==> src/rtl/countdown_pkg.sv <==
// Shared types and constants for the countdown timer sequencer.
// The state encoding is 3 bits so that unused codes can be detected and recovered.
package countdown_pkg;

   typedef enum logic [2:0] {
      EDIT  = 3'd0,
      ARMED = 3'd1,
      RUN   = 3'd2,
      PAUSE = 3'd3,
      DONE  = 3'd4
   } state_e;

   localparam logic [3:0] BCD_ZERO = 4'd0;
   localparam logic [3:0] BCD_NINE = 4'd9;

   typedef struct packed {
      logic [3:0] tens;
      logic [3:0] ones;
   } bcd_pair_t;

   localparam bcd_pair_t BCD_PAIR_ZERO = 8'h00;

endpackage

==> src/rtl/countdown_prescaler.sv <==
// Seconds prescaler: counts 0..TICKS_PER_SEC-1 while enabled and reports the last count as a tick.
// Holding enable low freezes the count, so a paused timer keeps its partial second.
module countdown_prescaler #(
   parameter int unsigned TICKS_PER_SEC = 32'd1000000,
   localparam int unsigned CW = (TICKS_PER_SEC > 32'd1) ? $clog2(TICKS_PER_SEC) : 32'd1
) (
   input  logic clk,
   input  logic rst,
   input  logic clear,
   input  logic enable,
   output logic tick
);

   localparam logic [CW-1:0] LAST = CW'(TICKS_PER_SEC - 32'd1);

   logic [CW-1:0] cnt_q;
   logic [CW-1:0] cnt_d;

   assign tick = enable && (cnt_q == LAST);

   // Next count: clear dominates, otherwise advance and wrap while enabled.
   always_comb begin
      cnt_d = cnt_q;
      if (clear) begin
         cnt_d = '0;
      end else if (enable) begin
         if (cnt_q == LAST) begin
            cnt_d = '0;
         end else begin
            cnt_d = cnt_q + CW'(1);
         end
      end else begin
         cnt_d = cnt_q;
      end
   end

   // Count register with synchronous reset.
   always_ff @(posedge clk) begin
      if (rst) begin
         cnt_q <= '0;
      end else begin
         cnt_q <= cnt_d;
      end
   end

endmodule

==> src/rtl/countdown_ctrl.sv <==
// Countdown timer sequencer: preset entry, arm, run, pause and alarm over a 2-digit BCD count.
// All outputs are registered and derived from the next-state values.
module countdown_ctrl
   import countdown_pkg::*;
#(
   parameter int unsigned TICKS_PER_SEC = 32'd1000000,
   parameter int unsigned ALARM_SEC     = 32'd3
) (
   input  logic       clk,
   input  logic       rst,
   input  logic       keydown_num,
   input  logic [3:0] num,
   input  logic       keydown_confirm,
   input  logic       keydown_clear,
   input  logic       keydown_start,
   output logic [3:0] disp_tens,
   output logic [3:0] disp_ones,
   output logic       editing,
   output logic       running,
   output logic       paused,
   output logic       alarm
);

   localparam int unsigned AW = (ALARM_SEC > 32'd1) ? $clog2(ALARM_SEC) : 32'd1;
   localparam logic [AW-1:0] ALARM_LAST = AW'(ALARM_SEC - 32'd1);

   state_e    state_q,  state_d;
   bcd_pair_t entry_q,  entry_d;
   bcd_pair_t preset_q, preset_d;
   bcd_pair_t count_q,  count_d;
   bcd_pair_t disp_q,   disp_d;
   logic [AW-1:0] sec_q, sec_d;
   logic editing_q, editing_d;
   logic running_q, running_d;
   logic paused_q,  paused_d;
   logic alarm_q,   alarm_d;

   logic ev_clear_s, ev_start_s, ev_confirm_s, ev_num_s, any_key_s;
   logic presc_en_s, presc_clr_s, tick_s;
   bcd_pair_t dec_s;

   // Resolve simultaneous pulses to a single event: clear > start > confirm > num.
   always_comb begin
      ev_clear_s   = keydown_clear;
      ev_start_s   = keydown_start & ~keydown_clear;
      ev_confirm_s = keydown_confirm & ~keydown_start & ~keydown_clear;
      ev_num_s     = keydown_num & ~keydown_confirm & ~keydown_start & ~keydown_clear
                     & (num <= BCD_NINE);
      any_key_s    = keydown_num | keydown_confirm | keydown_clear | keydown_start;
   end

   // A key action in the tick cycle freezes the prescaler so the tick is discarded, not deferred.
   always_comb begin
      presc_en_s  = ((state_q == RUN) & ~(ev_clear_s | ev_start_s))
                  | ((state_q == DONE) & ~any_key_s);
      presc_clr_s = ~((state_q == RUN) | (state_q == PAUSE) | (state_q == DONE));
   end

   countdown_prescaler #(
      .TICKS_PER_SEC (TICKS_PER_SEC)
   ) u_prescaler (
      .clk    (clk),
      .rst    (rst),
      .clear  (presc_clr_s),
      .enable (presc_en_s),
      .tick   (tick_s)
   );

   // BCD decrement with borrow from tens.
   always_comb begin
      dec_s = count_q;
      if (count_q.ones == BCD_ZERO) begin
         dec_s.ones = BCD_NINE;
         dec_s.tens = count_q.tens - 4'd1;
      end else begin
         dec_s.ones = count_q.ones - 4'd1;
      end
   end

   // Next-state logic for the sequencer and its datapath registers.
   always_comb begin
      state_d  = state_q;
      entry_d  = entry_q;
      preset_d = preset_q;
      count_d  = count_q;
      sec_d    = '0;
      case (state_q)
         EDIT: begin
            if (ev_clear_s) begin
               entry_d = BCD_PAIR_ZERO;
            end else if (ev_confirm_s) begin
               if (entry_q != BCD_PAIR_ZERO) begin
                  preset_d = entry_q;
                  count_d  = entry_q;
                  state_d  = ARMED;
               end else begin
                  state_d = EDIT;
               end
            end else if (ev_num_s) begin
               entry_d = '{tens: entry_q.ones, ones: num};
            end else begin
               entry_d = entry_q;
            end
         end
         ARMED: begin
            if (ev_clear_s) begin
               entry_d = BCD_PAIR_ZERO;
               state_d = EDIT;
            end else if (ev_start_s) begin
               state_d = RUN;
            end else begin
               state_d = ARMED;
            end
         end
         RUN: begin
            if (ev_clear_s) begin
               entry_d = BCD_PAIR_ZERO;
               state_d = EDIT;
            end else if (ev_start_s) begin
               state_d = PAUSE;
            end else if (tick_s) begin
               count_d = dec_s;
               if (dec_s == BCD_PAIR_ZERO) begin
                  state_d = DONE;
               end else begin
                  state_d = RUN;
               end
            end else begin
               state_d = RUN;
            end
         end
         PAUSE: begin
            if (ev_clear_s) begin
               count_d = preset_q;
               state_d = ARMED;
            end else if (ev_start_s) begin
               state_d = RUN;
            end else begin
               state_d = PAUSE;
            end
         end
         DONE: begin
            sec_d = sec_q;
            if (any_key_s) begin
               count_d = preset_q;
               sec_d   = '0;
               state_d = ARMED;
            end else if (tick_s) begin
               if (sec_q == ALARM_LAST) begin
                  count_d = preset_q;
                  sec_d   = '0;
                  state_d = ARMED;
               end else begin
                  sec_d = sec_q + AW'(1);
               end
            end else begin
               sec_d = sec_q;
            end
         end
         default: begin
            state_d  = EDIT;
            entry_d  = BCD_PAIR_ZERO;
            preset_d = BCD_PAIR_ZERO;
            count_d  = BCD_PAIR_ZERO;
            sec_d    = '0;
         end
      endcase
   end

   // Output values follow the state being entered so they change on the same edge.
   always_comb begin
      editing_d = (state_d == EDIT);
      running_d = (state_d == RUN);
      paused_d  = (state_d == PAUSE);
      alarm_d   = (state_d == DONE);
      if (state_d == EDIT) begin
         disp_d = entry_d;
      end else if (state_d == DONE) begin
         disp_d = BCD_PAIR_ZERO;
      end else begin
         disp_d = count_d;
      end
   end

   // State, datapath and output registers.
   always_ff @(posedge clk) begin
      if (rst) begin
         state_q   <= EDIT;
         entry_q   <= BCD_PAIR_ZERO;
         preset_q  <= BCD_PAIR_ZERO;
         count_q   <= BCD_PAIR_ZERO;
         sec_q     <= '0;
         disp_q    <= BCD_PAIR_ZERO;
         editing_q <= 1'b1;
         running_q <= 1'b0;
         paused_q  <= 1'b0;
         alarm_q   <= 1'b0;
      end else begin
         state_q   <= state_d;
         entry_q   <= entry_d;
         preset_q  <= preset_d;
         count_q   <= count_d;
         sec_q     <= sec_d;
         disp_q    <= disp_d;
         editing_q <= editing_d;
         running_q <= running_d;
         paused_q  <= paused_d;
         alarm_q   <= alarm_d;
      end
   end

   assign disp_tens = disp_q.tens;
   assign disp_ones = disp_q.ones;
   assign editing   = editing_q;
   assign running   = running_q;
   assign paused    = paused_q;
   assign alarm     = alarm_q;

endmodule

==> config.mk <==
export PLATFORM = sky130hd
export DESIGN_NAME = countdown_ctrl
export DESIGN_NICKNAME = d
export VERILOG_FILES = /design/src/rtl/countdown_pkg.sv /design/src/rtl/countdown_prescaler.sv /design/src/rtl/countdown_ctrl.sv
export SDC_FILE = /design/constraint.sdc
export NUM_CORES = 1
export LEC_CHECK = 0
export ABC_AREA = 1
export CAP_MARGIN = 20
export CELL_PAD_IN_SITES_DETAIL_PLACEMENT = 0
export CELL_PAD_IN_SITES_GLOBAL_PLACEMENT = 1
export CORE_MARGIN = 3
export CORE_UTILIZATION = 47
export CTS_BUF_LIST = sky130_fd_sc_hd__clkbuf_2
export CTS_CLUSTER_DIAMETER = 40
export DETAILED_ROUTE_END_ITERATION = 16
export PLACE_DENSITY = 0.93
export SYNTH_ARGS = -nofsm -noshare
export SYNTH_HDL_FRONTEND = slang
export SYNTH_HIERARCHICAL = 1
export SYNTH_SLANG_ARGS = --single-unit
==> constraint.sdc <==
create_clock -name clk -period 6.4 [get_ports clk]
set_input_delay 0.64 -clock clk [delete_from_list [all_inputs] [get_ports clk]]
set_output_delay 0.64 -clock clk [all_outputs]
set_load 0.01 [all_outputs]
==> flow_summary_export.csv <==
group,metric,value,unit
routing,wl_per_cell,14.6,um
clock_tree,postCtsSetupBuffers,0,
critical_path,r2r-start,"state_q[0]$_SDFF_PP0_",
critical_path,reg2reg_slack,3030,ps
synth,synthesis.nets,564,
power,ir_worst_vdd,0.0000860,V
clock_tree,cts_hold_buf,0,
routing,drt_wl_total,9910,um
routing,vias,3609,
timing,drv_slew,0,
power,power_density,174,nW/um^2
critical_path,cp_cell_sequence,"clkdlybuf4s50_1 > inv_2 > nand2_2 > o22ai_1 > nand2_1 > nor3_1 > nand3_1 > inv_1 > nand3_1 > a21boi_0 > nand3_1 > nand2_1 > nand2_1 > nand3_1 > nand2_1",
critical_path,crit_buf_inv,3,
synth,async_flop_share,0,
run_status,status,"complete, no violations",
layout,fin_cells,677,
timing,rsz0062_at_grt,"false",
routing,antenna_left,0,
synth,synth-seq-area-share,0.344,
synth,synth_cell_types,38,
grt,grt_usage,0.239,
timing,hold_violations,0,
grt,grt_max_degree,19,
hold_path,holdCritStartpoint,"preset_q[7]$_SDFFE_PP0P_",
critical_path,crit_path_max_fanout,15,
critical_path,start_kind,"input port",
hold_path,hp-class,"register to register",
floorplanning,start_util,0.487,
power,p_total,0.684,mW
place,gp_congestion,0.961,
synth,synth_edf_count,0,
synth,synth_flop_cell,"dfxtp_1",
place,dp_cells,661,
grt,antenna_found_initial,0,
routing,drtIter0Drc,311,
clock_tree,cts-resized-gates,0,
critical_path,reg2reg_to,"disp_tens[2]$_SDFF_PP0_",
timing,finalClockSkew,36.7,ps
timing,relSlewSlack,0.358,
clock_tree,root_buffer,"clkbuf_2",
timing,timing.final.crit_share,0.648,
floorplanning,num_io_pins,22,
critical_path,slowest_stage,"o22ai_1",
hold_path,whs_path_depth,2,
timing,min_period,4150,ps
synth,synth.top_cell.area_share,0.344,
synth,syn_area_per_cell,6.44,um^2
layout,drive_gt1_frac,0.0813,
timing,tns,0,ps
layout,diodes,0,
timing,max_freq,241,MHz
clock_tree,clkTransAtPathRegs,190,ps
critical_path,arrival,4540,ps
hold_path,min_to,"preset_q[7]$_SDFFE_PP0P_",
timing,worstMarginPinSlew,960,ps
floorplanning,core_area,7290,um^2
critical_path,path_class,"input port to register",
synth,yosys.area.top_type,"dfxtp_1",
clock_tree,h-tree-depth,3,
floorplanning,die_area,8640,um^2
synth,syn_inst,552,
layout,nets,585,
clock_tree,clkSinkCount,61,
critical_path,endpoint_kind,"register",
critical_path,cp.required,6790,ps
synth,ys_warn_count,6,
synth,synth_area_leaders,"dfxtp_1, nand2_1, nor2_1, nand3_1, inv_1",
routing,drt_pass1_iterations,5,
synth,yosys.cell_count.top_type,"nand2_1",
clock_tree,clockBufferDepth,2,
timing,setup_violations,0,
clock_tree,cts_buffers,9,
job,cap_viol_max_count,0,
layout,syn_to_final_growth,10.9,%
power,power_leakage,1.58,nW
critical_path,cp_top_family,"buffers and inverters",
critical_path,reg2regPathDepth,14,
routing,vias_per_cell,5.33,
floorplanning,rows,31,
routing,drc,0,
grt,grt_pass1_wl,16200,um
floorplanning,die_h,93.0,um
clock_tree,cts_tree,"done",
floorplanning,die_x,93.0,um
synth,ys_ff_latch,61,
place,portBuffers,21,
synth,syn_area,3550,um^2
critical_path,slowest_delay,770,ps
grt,grt_overflow,0,
grt,grt_pass1_vias,3306,
synth,synth_commonest_cells,"nand2_1, nor2_1, inv_1, dfxtp_1, nand3_1",
place,hpwl,7320,um
clock_tree,insertion_delay,490,ps
-- worst max-delay path by stage --
stage	from	end	slack (ps)	cells after the start
detailed placement	keydown_clear	disp_ones[3]$_SDFF_PP0_	1870	15
finish	keydown_clear	disp_tens[2]$_SDFF_PP0_	2250	15
CTS	keydown_clear	disp_tens[2]$_SDFF_PP0_	2420	15
global route	keydown_clear	disp_tens[0]$_SDFF_PP0_	1780	18
floorplan	keydown_confirm	disp_tens[1]$_SDFF_PP0_	3890	17
global placement	keydown_clear	disp_tens[2]$_SDFF_PP0_	2010	15
-- cell families (layout without fill, tap and decap cells) --
family	Yosys count	in the layout	share of synthesized area
AO/OA/AOI/OAI	79	79	0.127
XOR/XNOR	6	6	0.0148
multiplexers	1	1	0.00282
flip-flops	61	61	0.344
buffers and inverters	80	106	0.0933
adder cells (fa/ha/maj)	2	2	0.00704
AND/OR/NAND/NOR	323	323	0.411
-- state kept, by name (all words and copies together) (netlist names) --
register and cells:
u_prescaler/cnt_q 20, disp_tens 4, running 1, paused 1, count_q 8, alarm 1
disp_ones 4, editing 1, entry_q 8, state_q 3, sec_q 2, preset_q 8
-- per-stage QoR --
stage / util / hold slack (ps) / setup WS, ps / cell area (um^2)
after detailed placement: 0.523 / 453 / 1870 / 3820
after global placement: 0.523 / 444 / 2010 / 3820
after global routing: 0.540 / 497 / 1780 / 3940
after CTS: 0.540 / 476 / 2420 / 3940
final: 0.540 / 475 / 2250 / 3940
after floorplan: - / 437 / 3890 / 3550
-- routing by layer --
metal	wire length, um	global-route usage
met1	4730	0.343
met2	4040	0.323
met3	852	0.0699
met4	269	0.109
met5	28	0.0321
-- area by class of cell --
| class | instances | area [um^2] |
|---|---|---|
| fill | 746 | 3350 |
| multi-input combinational | 411 | 2000 |
| sequential | 61 | 1220 |
| inverter | 69 | 259 |
| timing repair buffer | 21 | 210 |
| tap | 99 | 124 |
| clock inverter | 7 | 80.1 |
| clock buffer | 9 | 45.0 |
-- power breakdown --
part | internal, mW | leakage [nW] | total, mW | switching (mW)
registers | 0.381 | 0.491 | 0.382 | 0.00101
logic | 0.0108 | 1.01 | 0.0339 | 0.0232
clock network | 0.124 | 0.0758 | 0.268 | 0.144
-- worst min-delay path: cells and delay by family (launching register included) --
kind	cells	cell delay, ps
flip-flops	1	350
AO/OA/AOI/OAI	1	50
AND/OR/NAND/NOR	1	60
-- placed cells by master (no fill, tap or decap), drive strengths merged, types with 2 or more instances in the layout --
cell type,n
a21boi,3
a21oi,32
a31oi,6
bufinv,2
clkbuf,9
clkdlybuf4s50,21
clkinv,5
dfxtp,61
ha,2
inv,69
nand2,155
nand3,57
nand3b,3
nand4,12
nor2,87
nor3,7
o211ai,2
o21ai,32
xnor2,2
xor2,4
(Power assumes the default switching activity.)
